[config.mk]
export PLATFORM = sky130hd
export DESIGN_NAME = nec_ir_tx
export DESIGN_NICKNAME = d
export VERILOG_FILES = /design/src/rtl/nec_ir_pkg.sv /design/src/rtl/ir_carrier_gen.sv /design/src/rtl/nec_ir_tx.sv
export SDC_FILE = /design/constraint.sdc
export NUM_CORES = 1
export LEC_CHECK = 0
export BUFFER_PORTS_ARGS = -buffer_cell sky130_fd_sc_hd__buf_2
export CORE_MARGIN = 2
export CORE_UTILIZATION = 54
export CTS_CLUSTER_SIZE = 28
export DETAILED_ROUTE_END_ITERATION = 6
export PLACE_DENSITY = 0.79
export SLEW_MARGIN = 20
export SYNTH_ARGS = -nofsm -noshare
export SYNTH_HDL_FRONTEND = slang
export SYNTH_SLANG_ARGS = --single-unit
export TNS_END_PERCENT = 5
[constraint.sdc]
create_clock -name clk -period 3.3 [get_ports clk]
set_clock_uncertainty 0.05 [all_clocks]
set_input_delay 0.165 -clock clk [delete_from_list [all_inputs] [get_ports clk]]
set_output_delay 0.165 -clock clk [all_outputs]
set_load 0.02 [all_outputs]
[src/rtl/nec_ir_pkg.sv]
// nec_ir_pkg: shared NEC transmitter states, segment lengths and remote command codes.
package nec_ir_pkg;
  typedef enum logic [2:0] {IDLE, LEAD_MARK, LEAD_SPACE, BIT_MARK, BIT_SPACE, STOP_MARK, GAP} state_t;
  localparam int LEAD_MARK_UNITS  = 16;
  localparam int LEAD_SPACE_UNITS = 8;
  localparam int ZERO_SPACE_UNITS = 1;
  localparam int ONE_SPACE_UNITS  = 3;
  localparam int STOP_UNITS       = 1;
  localparam logic [31:0] CMD_POWER = 32'hed126b86;
  localparam logic [31:0] CMD_PLAY  = 32'he9166b86;
  localparam logic [31:0] CMD_MUTE  = 32'hf30c6b86;
  localparam logic [31:0] CMD_CH_UP = 32'he51a6b86;
  // BIT_MARK and STOP_MARK both fall through to the single-unit default.
  function automatic logic [6:0] seg_units(input state_t s, input logic one, input logic [6:0] gap);
    return s == LEAD_MARK  ? 7'(LEAD_MARK_UNITS) :
           s == LEAD_SPACE ? 7'(LEAD_SPACE_UNITS) :
           s == BIT_SPACE  ? (one ? 7'(ONE_SPACE_UNITS) : 7'(ZERO_SPACE_UNITS)) :
           s == GAP        ? gap : 7'(STOP_UNITS);
  endfunction
endpackage

[src/rtl/ir_carrier_gen.sv]
// ir_carrier_gen: 50% duty carrier phase, restarted high at the start of every mark.
module ir_carrier_gen #(
  parameter int CARRIER_HALF = 657
) (
  input  logic clk,
  input  logic reset,
  input  logic restart,
  input  logic enable,
  output logic phase
);
  localparam int CW = $clog2(CARRIER_HALF + 1);
  logic [CW-1:0] cnt_q, cnt_d;
  logic phase_q, phase_d, half_end;
  always_comb begin
    half_end = cnt_q == CW'(CARRIER_HALF - 1);
    cnt_d    = (restart || !enable || half_end) ? '0 : cnt_q + 1'b1;
    phase_d  = restart ? 1'b1 : !enable ? 1'b0 : half_end ? !phase_q : phase_q;
  end
  always_ff @(posedge clk or posedge reset) begin
    if (reset) begin
      cnt_q   <= '0;
      phase_q <= 1'b0;
    end else begin
      cnt_q   <= cnt_d;
      phase_q <= phase_d;
    end
  end
  assign phase = phase_q;
endmodule

[src/rtl/nec_ir_tx.sv]
// nec_ir_tx: NEC infrared frame transmitter with valid/ready command input and carrier-modulated LED drive.
module nec_ir_tx
  import nec_ir_pkg::*;
#(
  parameter int UNIT_CYCLES  = 28125,
  parameter int CARRIER_HALF = 657,
  parameter int GAP_UNITS    = 72
) (
  input  logic        clk,
  input  logic        reset,
  input  logic [31:0] command,
  input  logic        send,
  output logic        ready,
  output logic        envelope,
  output logic        ir_out,
  output logic        frame_done
);
  localparam int UW = $clog2(UNIT_CYCLES);
  state_t state_q, state_d;
  logic [UW-1:0] unit_q, unit_d;
  logic [6:0] seg_q, seg_d;
  logic [4:0] bit_q, bit_d;
  logic [31:0] sh_q, sh_d;
  logic ready_q, env_q, done_q, unit_end, seg_end, mark_d, restart, phase;
  always_comb begin
    unit_end = unit_q == UW'(UNIT_CYCLES - 1);
    seg_end  = unit_end && seg_q == seg_units(state_q, sh_q[0], 7'(GAP_UNITS)) - 7'd1;
    unit_d   = (state_q == IDLE || unit_end) ? '0 : unit_q + 1'b1;
    seg_d    = (state_q == IDLE || seg_end) ? '0 : seg_q + 7'(unit_end);
    state_d  = state_q;
    bit_d    = bit_q;
    sh_d     = sh_q;
    case (state_q)
      IDLE: if (send && ready_q) begin
        state_d = LEAD_MARK;
        sh_d    = command;
        bit_d   = '0;
      end
      LEAD_MARK:  if (seg_end) state_d = LEAD_SPACE;
      LEAD_SPACE: if (seg_end) state_d = BIT_MARK;
      BIT_MARK:   if (seg_end) state_d = BIT_SPACE;
      BIT_SPACE: if (seg_end) begin
        state_d = bit_q == 5'd31 ? STOP_MARK : BIT_MARK;
        bit_d   = bit_q == 5'd31 ? bit_q : bit_q + 5'd1;
        sh_d    = sh_q >> 1;
      end
      STOP_MARK:  if (seg_end) state_d = GAP;
      GAP:        if (seg_end) state_d = IDLE;
      default:    state_d = IDLE;
    endcase
    mark_d  = state_d inside {LEAD_MARK, BIT_MARK, STOP_MARK};
    restart = mark_d && state_d != state_q;
  end
  always_ff @(posedge clk or posedge reset) begin
    if (reset) begin
      state_q <= IDLE;
      unit_q  <= '0;
      seg_q   <= '0;
      bit_q   <= '0;
      sh_q    <= '0;
      ready_q <= 1'b1;
      env_q   <= 1'b0;
      done_q  <= 1'b0;
    end else begin
      state_q <= state_d;
      unit_q  <= unit_d;
      seg_q   <= seg_d;
      bit_q   <= bit_d;
      sh_q    <= sh_d;
      ready_q <= state_d == IDLE;
      env_q   <= mark_d;
      done_q  <= state_q == STOP_MARK && seg_end;
    end
  end
  ir_carrier_gen #(.CARRIER_HALF(CARRIER_HALF)) u_carrier (
    .clk(clk), .reset(reset), .restart(restart), .enable(mark_d), .phase(phase)
  );
  assign ready      = ready_q;
  assign envelope   = env_q;
  assign ir_out     = env_q & phase;
  assign frame_done = done_q;
endmodule

==> results.py, run 1 <==
metrics = {
    "timing": {
        "max_slew_margin_pct": 41.8,
        "drv_slew": 0,
        "setup_tns_ns": 0,
        "whs_ns": 0.0831,
        "min_period_ns": 3.13,
        "setup_viol": 0,
        "min_period_over_period_pct": 94.8,
        "hold_violations": 0,
        "worst_pin_slew_ns": 0.872,
        "clock.fmax_mhz": 320,
        "grt_setup_unrepaired": "false",
    },
    "layout": {
        "final_layout_size_suffix_gt1_share_pct": 22.4,
        "final_common_cell": "nand2_1",
        "syn_to_final_growth_pct": 13.3,
        "antenna_cells": 0,
        "fin_nets": 509,
        "fin_util_pct": 63.8,
        "final_cell_mix": "nand2_1 (109), dfrtp_1 (75), nor2_1 (40), buf_2 (38), mux2_4 (30)",
        "fillers": 599,
        "design_area_um2": 4680,
    },
    "cts": {
        "cts_buffers": 9,
        "htreeDepth": 3,
        "cts_resized": 0,
        "clk_pin_slew_ns": 0.09,
        "clockRootBuffer": "clkbuf_8",
        "cts.sinks": 76,
        "clock_latency_ns": 0.35,
        "cts_tree": "done",
        "clockBufferDepth": 2,
    },
    "yosys": {
        "synth_edf_count": 0,
        "syn_nets": 465,
        "ys_ff_latch": 76,
        "yosysWarnings": 0,
        "syn_area_um2": 4130,
        "yosys_most_used_dff": "dfrtp_1",
        "yosysTopAreaCell": "dfrtp_1",
        "syn_avg_cell_area_um2": 9.83,
        "yosys-top-cells-area": "dfrtp_1 (45%), mux2_4 (11%), nand2_1 (9.9%)",
        "syn_inst": 420,
        "synthArstFlopShare_pct": 100,
        "ys_types": 51,
        "synth.top_cell.area_share_pct": 45.5,
        "ys_seq_area_share_pct": 46.1,
    },
    "floorplanning": {
        "core_um2": 7330,
        "die-height_um": 91.4,
        "dieArea_um2": 8360,
        "start_util_pct": 56.3,
        "chipWidth_um": 91.4,
        "ios": 39,
        "rows": 31,
    },
    "setup_path": {
        "reg2regPathDepth": 10,
        "critPathKind": "reg -> reg",
        "cp-end-kind": "register",
        "cp.required_ns": 3.50,
        "crit_arrival_ns": 3.32,
        "r2r-start": "state_q[2]$_DFF_PP0_",
        "cp_max_fo": 17,
        "rrSetupSlack_ns": 0.17,
        "critPathLaunchType": "register",
        "r2r_end": "sh_q[28]$_DFFE_PP0P_",
    },
    "detailed_routing": {
        "drc": 0,
        "num_vias": 3028,
        "drt_pass1_iterations": 4,
        "routed_via_density": 5.33,
        "drt_iter0_markers": 222,
        "antenna_left": 0,
        "wl_per_cell_um": 14.3,
        "wirelength_um": 8150,
    },
    "pwr": {
        "power_density_nw_per_um2": 538,
        "finalPower_mw": 2.52,
        "p_leak_nw": 2.26,
        "ir_drop_mv": 0.544,
    },
    "global_routing": {
        "grtUsageTotal_pct": 21.4,
        "antenna_found_initial": 0,
        "globalRouteOverflowTotal": 0,
        "grt_pass1_vias": 3161,
        "grt_max_degree": 44,
        "grt_pass1_wl_um": 14400,
    },
    "placement": {
        "gp_congestion": 0.862,
        "place_area_um2": 4440,
        "io_buffers": 38,
        "hpwl_um": 5630,
    },
    "min_path": {
        "hold_path_end": "sh_q[21]$_DFFE_PP0P_",
        "hp-start": "command[21]",
        "hold-path-cell-count": 4,
        "hp-class": "in -> reg",
    },
    "job": {
        "drv_cap": 0,
    },
    "run_status": {
        "status": "finished clean",
    },
}
-- area by class of cell --
| cell class | instances | area [um2] | area share (%) |
|---|---|---|---|
| inverter | 11 | 41.3 | 0.883 |
| clock buffer | 9 | 124 | 2.65 |
| clock inverter | 7 | 98.8 | 2.11 |
| multi-input combinational | 316 | 2090 | 44.7 |
| sequential | 76 | 1900 | 40.7 |
| tap | 99 | 124 | 2.65 |
| timing repair buffer | 50 | 298 | 6.37 |
-- synthesized netlist by cell type (5+ instances only) --
library cell / count
xor2_1: 15
nand2_1: 109
and3_1: 9
xnor2_1: 17
a31oi_1: 5
nor2_1: 40
dfrtp_1: 75
nand2b_1: 5
nand3_1: 19
ha_1: 10
clkbuf_1: 10
o21ai_1: 5
nand4_1: 6
inv_1: 10
mux2_4: 30
-- metrics by stage --
step | std cells | setup slack (ns)
floorplan | 420 | 0.00706
global placement | 550 | 0.312
detailed placement | 550 | 0.171
CTS | 568 | 0.165
global route | 568 | 0.00644
finish | 568 | 0.172
-- logic make-up after synthesis --
family / share of synthesized area (%)
buffers and inverters: 3.27
AOI/OAI and AO/OA: 3.39
DFF: 46.1
adders and majority gates: 3.03
muxes: 11.7
and+or+nand+nor: 25.7
xor gates and xnor gates: 6.79
-- sequential cells by signal, indices dropped and copies added (netlist names) --
register,flops
sh_q,32
unit_q,15
u_carrier.cnt_q,10
seg_q,7
bit_q,5
state_q,3
envelope,1
frame_done,1
ready,1
u_carrier.phase,1
-- worst max-delay path: stages, from the launching register on --
cell and delay (ns):
dfrtp_1 0.50, or3b_4 0.46, nand2_1 0.11, ha_1 0.21, xor2_1 0.22, mux2i_1 0.22, and3_2 0.26, nand4_4 0.15
nand2_4 0.32, buf_4 0.22, mux2_4 0.30
-- how the worst max path moves through the flow --
stage                              start                    to  slack (ns)  cells after the start
floorplan           state_q[0]$_DFF_PP0_   sh_q[0]$_DFFE_PP0P_       0.007                     14
global placement    state_q[2]$_DFF_PP0_  sh_q[24]$_DFFE_PP0P_        0.31                     10
detailed placement  state_q[2]$_DFF_PP0_  sh_q[24]$_DFFE_PP0P_        0.17                     10
CTS                 state_q[2]$_DFF_PP0_  sh_q[15]$_DFFE_PP0P_        0.16                     10
global route        state_q[2]$_DFF_PP0_  sh_q[24]$_DFFE_PP0P_       0.006                     10
finish              state_q[2]$_DFF_PP0_  sh_q[28]$_DFFE_PP0P_        0.17                     10
-- per-layer routing --
metal	part of all wire, %	GRT usage (%)	wire length [um]
met4	1.6	6.44	129
met5	0	0	0
met2	48	35.4	3940
met1	46	28.5	3780
met3	3.6	4.32	296
-- repair_timing --
action / 4_1_cts / 5_1_grt
hold endpoints to repair: 41 / 0
setup buffers: 0 / 0
hold buffers: 2 / 0
-- power by group --
group	internal (mW)	switching, mW
combinational	0.276	0.179
sequential	1.13	0.150
clock	0.431	0.354
total	1.83	0.683
Power figures use the tool's default switching activity.
==> run 2: changes to the inputs <==
Clock period 3.3 ns to 2.7 ns, I/O delays scaled along.
==> run 2 against run 1 <==
Net effect: count of clock-buffer cells in the layout increased by 1; hold slack got worse by 0.022 ns; wire length grew 2.4%; first-iteration DRC count shrank 16%; critical endpoint is now sh_q[1]$_DFFE_PP0P_; critical path type unchanged.
==> results.py, run 2 (synthesized netlist as in run 1, its figures left out) <==
metrics = {
    "cts": {
        "clk_pin_slew_ns": 0.08,
        "clockRootBuffer": "clkbuf_8",
        "clock_latency_ns": 0.34,
        "clockBufferDepth": 2,
        "htreeDepth": 3,
        "cts.sinks": 76,
        "cts_tree": "done",
        "cts_buffers": 9,
    },
    "floorplanning": {
        "core_um2": 7330,
        "dieArea_um2": 8360,
        "die-height_um": 91.4,
        "start_util_pct": 56.3,
        "rows": 31,
        "ios": 39,
        "chipWidth_um": 91.4,
    },
    "global_routing": {
        "grtUsageTotal_pct": 20.4,
        "grt_pass1_vias": 3072,
        "antenna_found_initial": 0,
        "grt_pass1_wl_um": 13800,
        "globalRouteOverflowTotal": 0,
        "grt_max_degree": 55,
    },
    "setup_path": {
        "rrSetupSlack_ns": 0.05,
        "r2r-start": "state_q[2]$_DFF_PP0_",
        "startpoint": "state_q[2]$_DFF_PP0_",
        "r2r_end": "sh_q[1]$_DFFE_PP0P_",
        "cp-end-kind": "register",
        "reg2regPathDepth": 12,
        "critPathLaunchType": "register",
        "cp_max_fo": 8,
        "crit_arrival_ns": 2.83,
        "critPathKind": "reg -> reg",
        "cp.required_ns": 2.88,
        "crit_end": "sh_q[1]$_DFFE_PP0P_",
    },
    "layout": {
        "fin_util_pct": 66.8,
        "fin_nets": 518,
        "top_regs": "sh_q: 32 flops, unit_q: 15 flops, u_carrier.cnt_q: 10 flops",
        "largest_register": "sh_q",
        "syn_to_final_growth_pct": 18.7,
        "final_cell_mix": "nand2_1 (107), dfrtp_1 (75), nor2_1 (40), buf_2 (38), mux2_4 (31)",
        "design_area_um2": 4900,
        "largest_register_ffs": 32,
        "fillers": 555,
        "final_common_cell": "nand2_1",
        "final_layout_size_suffix_gt1_share_pct": 25.9,
        "antenna_cells": 0,
    },
    "run_status": {
        "status": "finished clean",
    },
    "timing": {
        "min_period_over_period_pct": 98.3,
        "max_slew_margin_pct": 65.0,
        "drv_slew": 0,
        "grt_setup_unrepaired": "true",
        "hold_violations": 0,
        "clock.fmax_mhz": 377,
        "min_period_ns": 2.65,
        "whs_ns": 0.0616,
        "worst_pin_slew_ns": 0.525,
        "setup_tns_ns": 0,
        "setup_viol": 0,
    },
    "pwr": {
        "finalPower_mw": 3.07,
        "ir_drop_mv": 0.396,
        "power_density_nw_per_um2": 627,
        "p_leak_nw": 2.34,
    },
    "detailed_routing": {
        "antenna_left": 0,
        "wl_per_cell_um": 14.5,
        "wirelength_um": 8340,
        "num_vias": 3092,
        "routed_via_density": 5.36,
        "drc": 0,
        "drt_iter0_markers": 187,
        "drt_pass1_iterations": 4,
    },
    "placement": {
        "gp_congestion": 0.869,
        "io_buffers": 38,
        "place_area_um2": 4540,
        "hpwl_um": 5630,
    },
    "job": {
        "drv_cap": 0,
    },
    "min_path": {
        "hp-class": "in -> reg",
        "hold-path-cell-count": 4,
    },
}
## run 2: changes by cell type in the layout (fill, tap and decap cells not counted), moves of 2 or more
cell,previous run,this run
buf_6,0,3
buf_12,1,3
buf_4,9,11
clkbuf_16,0,2
ha_1,10,8
ha_4,0,2
nand2_1,109,107
## run 2: how the worst min path moves through the flow
stage | startpoint | endpoint | slack, ns
6_report | command[9] | sh_q[9]$_DFFE_PP0P_ | 0.06
2_1_floorplan | command[31] | sh_q[31]$_DFFE_PP0P_ | 0.22
3_5_place_dp | reset | sh_q[7]$_DFFE_PP0P_ | 0.15
4_1_cts | command[26] | sh_q[26]$_DFFE_PP0P_ | 0.05
3_3_place_gp | reset | sh_q[7]$_DFFE_PP0P_ | 0.14
5_1_grt | command[8] | sh_q[8]$_DFFE_PP0P_ | 0.06
## run 2: metrics by stage
step | cells | setup WS [ns]
2_1_floorplan | 420 | -0.122
3_3_place_gp | 554 | 0.0500
3_5_place_dp | 554 | -0.0271
4_1_cts | 572 | 0.0242
5_1_grt | 577 | -0.0658
6_report | 577 | 0.0468
## run 2: area by class of cell
class | count | area, um2 | share of cell area (%)
repair buffers | 59 | 437 | 8.91
inverters | 11 | 41.3 | 0.843
multi-input cells | 316 | 2180 | 44.5
clock buffers | 10 | 128 | 2.61
well taps | 99 | 124 | 2.53
flip-flops and latches | 76 | 1900 | 38.9
clock inverters | 6 | 86.3 | 1.76
## run 2: worst max-delay path: stages, from the launching register on
cell and delay, ns:
dfrtp_1 0.36, buf_6 0.13, nor2b_4 0.14, and2b_2 0.18
nand2_4 0.07, ha_4 0.18, buf_4 0.13, nand2b_1 0.15
o221ai_2 0.32, nand4_4 0.20, nand2_8 0.15, clkbuf_16 0.19
mux2_4 0.30
## run 2: timing repair
action                                  CTS  global route
hold buffers                              2             0
gates cloned                              0             2
endpoints found under the setup margin    3            35
buffers inserted                          0             3
pin swaps                                 0             4
gates resized for setup                   2             8
hold endpoints to repair                 22             0
## run 2: routing by layer
layer	track usage, %	up-vias	part of all wire [%]
met2	32.5	51	50
met5	0	-	0
li1	-	1503	-
met1	28.0	1523	45
met3	3.98	15	2.9
met4	6.82	0	1.9
## run 2: power by group
group          internal, mW  switching, mW  leakage, nW
combinational         0.355          0.225         1.30
clock                 0.521          0.412        0.107
sequential             1.38          0.186        0.936
